File: config.mk
export PLATFORM = sky130hd
export DESIGN_NAME = gbuff_stream_reader_flat
export DESIGN_NICKNAME = d
export VERILOG_FILES = /design/src/rtl/gbuff_stream_reader_if.sv /design/src/rtl/gbuff_stream_reader.sv /design/src/flat_wrapper.sv
export SDC_FILE = /design/constraint.sdc
export NUM_CORES = 1
export LEC_CHECK = 0
export ABC_AREA = 1
export CAP_MARGIN = 20
export CORE_ASPECT_RATIO = 1.5
export CORE_UTILIZATION = 35
export DETAILED_ROUTE_END_ITERATION = 10
export PLACE_DENSITY_LB_ADDON = 0.08
export SYNTH_ARGS = -nofsm -noshare
export SYNTH_HDL_FRONTEND = slang
export SYNTH_SLANG_ARGS = --single-unit
File: constraint.sdc
create_clock -name clk -period 2.6 [get_ports clk]
set_input_delay 0.52 -clock clk [delete_from_list [all_inputs] [get_ports clk]]
set_output_delay 0.52 -clock clk [all_outputs]
set_load 0.01 [all_outputs]
File: src/rtl/gbuff_stream_reader_if.sv
// gbuff_stream_reader_if
//   Bundles the burst-request, buffer-read and output-stream signals of
//   gbuff_stream_reader.
//   slave  : reader-side view (used by gbuff_stream_reader)
//   master : requester / buffer / sink view (used by the surrounding logic)
//   Signals: start, base_addr, length, busy, done           burst control
//            buf_ram_en, buf_index, buf_data                global buffer read port
//            out_valid, out_ready, out_data, out_last       output stream
//            stride                                         only with GBUFF_RD_STRIDE_EN
interface gbuff_stream_reader_if #(
    parameter int unsigned ADDR_BITS = 12,
    parameter int unsigned DATA_BITS = 32
);
    logic                 start;
    logic [ADDR_BITS-1:0] base_addr;
    logic [ADDR_BITS:0]   length;
`ifdef GBUFF_RD_STRIDE_EN
    logic [ADDR_BITS-1:0] stride;
`endif
    logic                 busy;
    logic                 done;
    logic                 buf_ram_en;
    logic [ADDR_BITS-1:0] buf_index;
    logic [DATA_BITS-1:0] buf_data;
    logic                 out_valid;
    logic                 out_ready;
    logic [DATA_BITS-1:0] out_data;
    logic                 out_last;

    modport slave (
`ifdef GBUFF_RD_STRIDE_EN
        input  stride,
`endif
        input  start, base_addr, length, buf_data, out_ready,
        output busy, done, buf_ram_en, buf_index, out_valid, out_data, out_last
    );

    modport master (
`ifdef GBUFF_RD_STRIDE_EN
        output stride,
`endif
        output start, base_addr, length, buf_data, out_ready,
        input  busy, done, buf_ram_en, buf_index, out_valid, out_data, out_last
    );
endinterface

File: src/rtl/gbuff_stream_reader.sv
// gbuff_stream_reader
//   Burst reader for the on-chip global buffer. Given a base index and a word
//   count it walks the buffer (combinational read) and streams the words out
//   on a valid/ready interface with a last flag.
//   Ports:
//     clk    rising-edge clock
//     rst_n  synchronous active-low reset
//     bus    gbuff_stream_reader_if.slave (burst control, buffer read port,
//            output stream)
//   Configuration macro: GBUFF_RD_STRIDE_EN adds a per-burst stride latched
//   with base_addr; without it the read pointer advances by 1.
module gbuff_stream_reader #(
    parameter int unsigned ADDR_BITS = 12,
    parameter int unsigned DATA_BITS = 32
) (
    input  logic                  clk,
    input  logic                  rst_n,
    gbuff_stream_reader_if.slave  bus
);

    typedef enum logic [1:0] {IDLE, RUN, DRAIN} state_t;

    localparam logic [ADDR_BITS:0] REM_ONE = {{ADDR_BITS{1'b0}}, 1'b1};

    state_t               state_q, state_d;
    logic [ADDR_BITS-1:0] rd_ptr_q;
    logic [ADDR_BITS:0]   remaining_q;
    logic [DATA_BITS-1:0] out_data_q;
    logic                 out_valid_q;
    logic                 out_last_q;
    logic                 done_q;
    logic [ADDR_BITS-1:0] step;

    logic accept;
    logic empty_req;
    logic fetch;
    logic drain_hs;

`ifdef GBUFF_RD_STRIDE_EN
    logic [ADDR_BITS-1:0] stride_q;
    assign step = stride_q;
`else
    assign step = {{(ADDR_BITS-1){1'b0}}, 1'b1};
`endif

    always_ff @(posedge clk) begin
        if (!rst_n) begin
            state_q <= IDLE;
        end else begin
            state_q <= state_d;
        end
    end

    always_comb begin
        state_d   = state_q;
        accept    = 1'b0;
        empty_req = 1'b0;
        fetch     = 1'b0;
        drain_hs  = 1'b0;
        case (state_q)
            IDLE: begin
                if (bus.start) begin
                    if (bus.length != '0) begin
                        accept  = 1'b1;
                        state_d = RUN;
                    end else begin
                        empty_req = 1'b1;
                    end
                end
            end
            RUN: begin
                fetch = (!out_valid_q || bus.out_ready) && (remaining_q != '0);
                if (fetch && remaining_q == REM_ONE) begin
                    state_d = DRAIN;
                end
            end
            DRAIN: begin
                if (out_valid_q && bus.out_ready) begin
                    drain_hs = 1'b1;
                    state_d  = IDLE;
                end
            end
            default: state_d = IDLE;
        endcase
    end

    always_ff @(posedge clk) begin
        if (!rst_n) begin
            rd_ptr_q    <= '0;
            remaining_q <= '0;
            out_data_q  <= '0;
            out_valid_q <= 1'b0;
            out_last_q  <= 1'b0;
            done_q      <= 1'b0;
`ifdef GBUFF_RD_STRIDE_EN
            stride_q    <= '0;
`endif
        end else begin
            done_q <= empty_req || drain_hs;
            if (accept) begin
                rd_ptr_q    <= bus.base_addr;
                remaining_q <= bus.length;
`ifdef GBUFF_RD_STRIDE_EN
                stride_q    <= bus.stride;
`endif
            end
            if (fetch) begin
                out_data_q  <= bus.buf_data;
                out_valid_q <= 1'b1;
                out_last_q  <= (remaining_q == REM_ONE);
                remaining_q <= remaining_q - REM_ONE;
                // The pointer is not advanced past the final word so that
                // buf_index keeps showing the last index read once RUN ends.
                if (remaining_q != REM_ONE) begin
                    rd_ptr_q <= rd_ptr_q + step;
                end
            end
            if (drain_hs) begin
                out_valid_q <= 1'b0;
                out_last_q  <= 1'b0;
            end
        end
    end

    assign bus.busy       = (state_q != IDLE);
    assign bus.done       = done_q;
    assign bus.buf_ram_en = (state_q == RUN);
    assign bus.buf_index  = rd_ptr_q;
    assign bus.out_valid  = out_valid_q;
    assign bus.out_data   = out_data_q;
    assign bus.out_last   = out_last_q;

endmodule

File: src/flat_wrapper.sv
// flat-port wrapper written by rule: the top's interface ports become plain ports
module gbuff_stream_reader_flat 
#(
    parameter int unsigned ADDR_BITS = 12,
    parameter int unsigned DATA_BITS = 32
)
  (clk, rst_n, bus_start, bus_base_addr, bus_length, bus_buf_data, bus_out_ready, bus_busy, bus_done, bus_buf_ram_en, bus_buf_index, bus_out_valid, bus_out_data, bus_out_last);
  gbuff_stream_reader_if #(.ADDR_BITS(ADDR_BITS), .DATA_BITS(DATA_BITS)) bus_i ();
  input  logic clk;
  input  logic rst_n;
  input wire logic [$bits(bus_i.start)-1:0] bus_start;
  input wire logic [$bits(bus_i.base_addr)-1:0] bus_base_addr;
  input wire logic [$bits(bus_i.length)-1:0] bus_length;
  input wire logic [$bits(bus_i.buf_data)-1:0] bus_buf_data;
  input wire logic [$bits(bus_i.out_ready)-1:0] bus_out_ready;
  output wire logic [$bits(bus_i.busy)-1:0] bus_busy;
  output wire logic [$bits(bus_i.done)-1:0] bus_done;
  output wire logic [$bits(bus_i.buf_ram_en)-1:0] bus_buf_ram_en;
  output wire logic [$bits(bus_i.buf_index)-1:0] bus_buf_index;
  output wire logic [$bits(bus_i.out_valid)-1:0] bus_out_valid;
  output wire logic [$bits(bus_i.out_data)-1:0] bus_out_data;
  output wire logic [$bits(bus_i.out_last)-1:0] bus_out_last;
  assign bus_i.start = bus_start;
  assign bus_i.base_addr = bus_base_addr;
  assign bus_i.length = bus_length;
  assign bus_i.buf_data = bus_buf_data;
  assign bus_i.out_ready = bus_out_ready;
  assign bus_busy = bus_i.busy;
  assign bus_done = bus_i.done;
  assign bus_buf_ram_en = bus_i.buf_ram_en;
  assign bus_buf_index = bus_i.buf_index;
  assign bus_out_valid = bus_i.out_valid;
  assign bus_out_data = bus_i.out_data;
  assign bus_out_last = bus_i.out_last;
  gbuff_stream_reader #(.ADDR_BITS(ADDR_BITS), .DATA_BITS(DATA_BITS)) u_core (.clk(clk), .rst_n(rst_n), .bus(bus_i));
endmodule
==> metrics.txt, run 1 <==
Detailed Place HPWL 6585 um; area delta synth->final 46.27%; Ports 110; core area 8881 um^2; worst endpoint data arrival time approximately 1.7 ns; worst-skew pair later-pin latency around 0.32 ns; vias in the first global route 3314; CTS Buffer Depth 2; Comb pwr share 25.6%; crit share post-route 84.59%; Clk network pwr share between 40% and 50%; postcts setup bufs 0; most common flop cell mapped by yosys dfxtp_1; final net count between 600 and 700; crit-path max FO 9; FMAX 0.4547 GHz; maxcap violations 0; slew of the pin with the lowest slew margin 0.5127 ns; Lkg Pwr 1.960 nW; Int Power between 2 and 2.5 mW; post_cts resized 0; via count 3424; GRT Util Overall between 20% and 30%; sequential power share 34.0%; Die Wd 80.52 um; row count 42; ant diodes 0; worst min path class reg2reg; outcome completed; Port Buffers 109; clock slew at reported path FFs 0.05 ns; Cell Pwr Density 713.6 nW/um^2; Crit path max-delay family buffers and inverters; CTS tree built; first-pass GRT wire length about 15000 um; share of layout cells above drive strength 1 6.566%; critical path cell sequence nor2_2 -> inv_1 -> clkdlybuf4s50_1; H-tree levels 3; chip height around 120 um; DR pass1 iterations 5; Die ar. slightly below 10000 um^2; Finished Layout Cells 704; CP startpoint u_core.state_q[1]; total negative setup slack 0 ns; WS Path Type reg2out; Critical Path Sink Type output port; overall power 3.379 mW; final worst setup slack about 0.4 ns; Synth Warn # 0; CP startpoint kind flip-flop; EDFF count, synth 0; initial antenna violation count 0; hold buffers post-CTS 0; CTS Sinks 62; mean post-synth cell area 6.674 um^2; Seq/Total Area, Yosys 38.35%; Final Hold Vio Count 0; final wirelength just over 9000 um; placed cells between 600 and 700; WHS 0.4622 ns; Syn Nets 550; critical path data required time roughly 2.1 ns; Vias/cell 4.864; RSZ-0062 raised after global routing false; switch share roughly 29%; Synth cell types 29; Clock Skews 0.002915 ns; slowest CP cell clkdlybuf4s50_1; Mapped Cells ~490; DRT antenna net count 0; Avg WL per Cell 13.05 um; setup violators final 0; Largest stage delay, worst path just under 0.5 ns; clock buffer count from CTS 9; Reg-to-Reg Start u_core.remaining_q[0]; initial drt markers 177; Final Max Slew Viols 0; gr ovfl total 0; DR DRC count 0; largest net degree at the start of global routing between 40 and 50; crit path time final 2.199 ns; Area contributors post-synth dfxtp_1 (38%), nand2_1 (19%), nor2_1 (7.7%); HP Start u_core.bus.out_data[13]; worst slack at placement 0.2223 ns; P_sw between 0.9 and 1 mW; Post-Syn Area 3237 um^2; Buf/Inv on CP 2; Synth async-reset ratio 0%; Yosys reg bits 62; Root Buffer clkbuf_16; routability cong. 0.8108; max_slew headroom 65.78%; Initial Utilization between 30% and 40%; peak supply drop approximately 0.0004 V; Yosys top cell area share 38.35%; Yosys top cell by area dfxtp_1
## cells in the mapped netlist (2+ instances only)
| cell type | number |
|---|---|
| a21oi_1 | 44 |
| buf_4 | 11 |
| clkbuf_1 | 12 |
| dfxtp_1 | 62 |
| ha_1 | 4 |
| inv_1 | 24 |
| inv_2 | 2 |
| nand2_1 | 166 |
| nand2_2 | 2 |
| nand3_1 | 29 |
| nand4_1 | 26 |
| nor2_1 | 66 |
| nor2_2 | 2 |
| nor2_4 | 3 |
| nor3_1 | 2 |
| o21ai_0 | 3 |
| o21ai_1 | 3 |
| or2_1 | 2 |
| xnor2_1 | 8 |
| xor2_1 | 5 |
## cells by family (layout without fill, tap and decap cells)
group | after synthesis | in the layout | share of synthesized area, %
adder cells (fa/ha/maj) | 4 | 4 | 1.546
buffers and inverters | 52 | 161 | 7.654
AND/OR/NAND/NOR | 304 | 304 | 41.21
AO/OA/AOI/OAI | 50 | 50 | 7.731
flip-flops | 62 | 62 | 38.35
XOR/XNOR | 13 | 13 | 3.518
## per-layer routing
layer	up-vias	track usage [%]	share of wire [%]
met5	-	0	0
met4	0	8.929	2.3
met3	16	4.639	6.1
met2	117	34.64	49
met1	1528	22.96	43
li1	1763	-	-
## per-stage QoR
step / util [%] / instance area [um^2]
floorplan: - / 3237
global placement: 49.51 / 4397
detailed placement: 49.51 / 4397
CTS: 53.31 / 4735
global route: 53.31 / 4735
finish: 53.31 / 4735
## layout by cell type (no fill, tap or decap), types with 3 or more instances in the layout
cell type	count
nand2_1	166
xor2_1	5
a21oi_1	44
nand3_1	29
o21ai_0	3
clkdlybuf4s50_1	109
nand4_1	26
buf_4	10
ha_1	4
o21ai_1	3
bufinv_16	3
nor2_1	66
xnor2_1	8
inv_1	24
nor2_4	3
dfxtp_1	62
clkbuf_16	9
## state kept, by name, summed over array words and instances, names as in the netlist
register	cells
u_core.state_q	2
u_core.bus.out_valid	1
u_core.bus.buf_index	12
u_core.bus.out_last	1
u_core.remaining_q	13
u_core.bus.out_data	32
u_core.bus.done	1
## cell type report
cell class	count	area, um^2
timing repair buffer	119	1166
multi-input combinational	371	1748
tap	110	137.6
clock buffer	11	242.7
fill	900	4146
inverter	27	103.9
sequential	62	1241
clock inverter	4	95.09
## path summary, 6_finish.rpt
| check | to | slack (ns) | cells after the start |
|---|---|---|---|
| worst min register to register | u_core.bus.out_data[13] | 0.46 | 2 |
| worst max-delay path | bus_busy | 0.40 | 3 |
| worst min-delay path | u_core.bus.out_data[13] | 0.46 | 2 |
| worst max register to register | u_core.remaining_q[2] | 0.65 | 10 |
## power by group through the flow
stage | combinational [mW] | clock, mW | sequential [mW]
after floorplan | 0.513 | 0 | 1.18
after global placement | 0.861 | 0 | 1.17
after detailed placement | 0.868 | 0 | 1.17
after CTS | 0.875 | 1.39 | 1.15
after global routing | 0.970 | 1.43 | 1.16
final | 0.865 | 1.36 | 1.15
## worst min-delay path: cells and delay by family (launching register included)
kind | cells | cell delay (ns)
flip-flops | 1 | 0.30
AO/OA/AOI/OAI | 1 | 0.05
AND/OR/NAND/NOR | 1 | 0.06
(Power assumes the default switching activity.)
==> inputs of run 2 (changes only) <==
==> constraint.sdc (replaced) <==
create_clock -name clk -period 2 [get_ports clk]
set_input_delay 0.4 -clock clk [delete_from_list [all_inputs] [get_ports clk]]
set_output_delay 0.4 -clock clk [all_outputs]
set_load 0.01 [all_outputs]
==> run 2 against run 1 <==
Against the previous run:
- critical endpoint unchanged
- global-route usage shrank 0.57 points
- cell count grew 0.71%
- critical path depth is the same
- count of clock-buffer cells in the layout shrank 1
- largest cell class unchanged
- combinational power grew 35%
- sequential share of layout area shrank 0.56 points
- worst setup slack lost 0.35 ns
==> metrics.txt, run 2 (synthesis results as in run 1) <==
peak supply drop 0.0007538 V (+92%); WS Path Type reg2out; most common cell after layout, fill and taps aside nand2_1; crit share post-route 97.28%; Cell Pwr Density 924.9 nW/um^2 (+30%); fillcell total 849 (-5.7%); clock buffer count from CTS 9 (unchanged); row count 42 (unchanged); Clock Skews 0.005201 ns (+0.002286 ns); RSZ-0062 raised after global routing false; crit path time final 1.946 ns; Lkg Pwr 2.009 nW (+2.5%); outcome completed; CTS tree built; worst slack at placement -0.02006 ns (-0.2423 ns); final wirelength 9069 um (-1.3%); first-pass GRT wire length 14660 um (-2.6%); post_cts resized 0 (unchanged); Final Hold Vio Count 0 (unchanged); worst-skew pair later-pin latency 0.33 ns (about the same); placed cells 693 (+0.58%); ant diodes 0 (unchanged); via count 3404 (-0.58%); clock slew at reported path FFs 0.05 ns (about the same); dpl cell area 4489 um^2 (+2.1%); slew of the pin with the lowest slew margin 0.3555 ns (-0.1572 ns); Reg-to-Reg Start u_core.remaining_q[0]; Finished Layout Cells 709 (+0.71%); hold buffers post-CTS 0 (unchanged); H-tree levels 3 (unchanged); vias in the first global route 3266 (-1.4%); HP Start u_core.bus.out_data[1]; Final Cell Area 4837 um^2 (+2.2%); share of layout cells above drive strength 1 7.513% (+0.95 points); final net count 659 (+0.61%); gr ovfl total 0 (unchanged); postcts setup bufs 0 (unchanged); WHS Path Cells 2 (unchanged); WHS 0.4606 ns (-0.001613 ns); final worst setup slack 0.05437 ns (-0.3462 ns); CP startpoint kind flip-flop; Die Wd 80.52 um (unchanged); area delta synth->final 49.44%; most frequent cells in the layout nand2_1 (166), clkdlybuf4s50_1 (109), nor2_1 (66); chip height 119.8 um (unchanged); R2R cell count 10 (unchanged); Ports 110 (unchanged); initial drt markers 113 (-36%); setup violators final 0 (unchanged); Port Buffers 109 (unchanged); routability cong. 0.7951 (-1.9%); Die ar. 9645 um^2 (unchanged); Largest register FFs 32 (unchanged); largest net degree at the start of global routing 35 (-20%); worst min path class reg2reg; worst reg2reg endpoint u_core.bus.out_data[24]; DR DRC count 0 (unchanged); FMAX 0.5140 GHz; crit-path max FO 4 (-5); FF-to-FF setup slack 0.26 ns (-0.39 ns); Avg WL per Cell 12.79 um (-1.9%); Critical Path Sink Type output port; initial antenna violation count 0 (unchanged); CTS Sinks 62 (unchanged); maxcap violations 0 (unchanged); Root Buffer clkbuf_16; Hold Crit Endpoint u_core.bus.out_data[1]; critical path data required time 1.60 ns (-0.48 ns); GRT Util Overall 19.49% (-0.57 points); DR pass1 iterations 4 (-1); max_slew headroom 76.27% (+10 points); DRT antenna net count 0 (unchanged); core area 8881 um^2 (unchanged); CTS Buffer Depth 2 (unchanged); Vias/cell 4.801 (-1.3%); worst endpoint data arrival time 1.55 ns (-0.13 ns); Detailed Place HPWL 6674 um (+1.4%); Final Max Slew Viols 0 (unchanged); Initial Utilization 36.45% (unchanged)
run 2: cell types whose count changed in the layout (fill, tap and decap cells not counted), sizes merged:
cell / delta
clkinv: +2
clkbuf: -1
buf: +4
run 2: layout make-up:
class | count | area (um^2) | area share [%]
timing repair buffer | 123 | 1259 | 26.02
sequential | 62 | 1241 | 25.66
multi-input combinational | 371 | 1748 | 36.14
clock buffer | 10 | 239.0 | 4.941
clock inverter | 6 | 108.9 | 2.250
tap | 110 | 137.6 | 2.845
inverter | 27 | 103.9 | 2.147
run 2: layer usage:
layer | global-route usage [%] | wire (um)
met5 | 0 | 0
met4 | 8.594 | 138
met3 | 3.954 | 536
met2 | 33.95 | 4498
met1 | 22.41 | 3897
run 2: report_power, final:
part	internal, mW	switching [mW]	total [mW]
registers	1.37	0.126	1.49
logic	0.566	0.603	1.17
clock network	1.25	0.564	1.81
run 2: worst max path at each step:
stage | startpoint | to | slack [ns]
2_1_floorplan | u_core.remaining_q[0] | u_core.remaining_q[6] | 0.54
3_3_place_gp | bus_length[11] | u_core.remaining_q[4] | 0.01
3_5_place_dp | bus_length[11] | u_core.remaining_q[4] | -0.02
4_1_cts | u_core.state_q[1] | bus_busy | 0.05
5_1_grt | u_core.state_q[1] | bus_busy | 0.003
6_report | u_core.state_q[1] | bus_busy | 0.05
run 2: stage by stage:
stage | setup TNS, ns | power, mW | utilization, %
floorplan | 0 | 2.201 | -
global placement | 0 | 2.681 | 50.55
detailed placement | -0.04843 | 2.694 | 50.55
CTS | 0 | 4.521 | 54.47
global route | 0 | 4.711 | 54.47
finish | 0 | 4.474 | 54.47
run 2: worst max-delay path, cell delays in order (launching register included):
cell and delay [ns]:
dfxtp_1 0.35, nor2_2 0.31, inv_1 0.07, clkdlybuf4s50_1 0.48
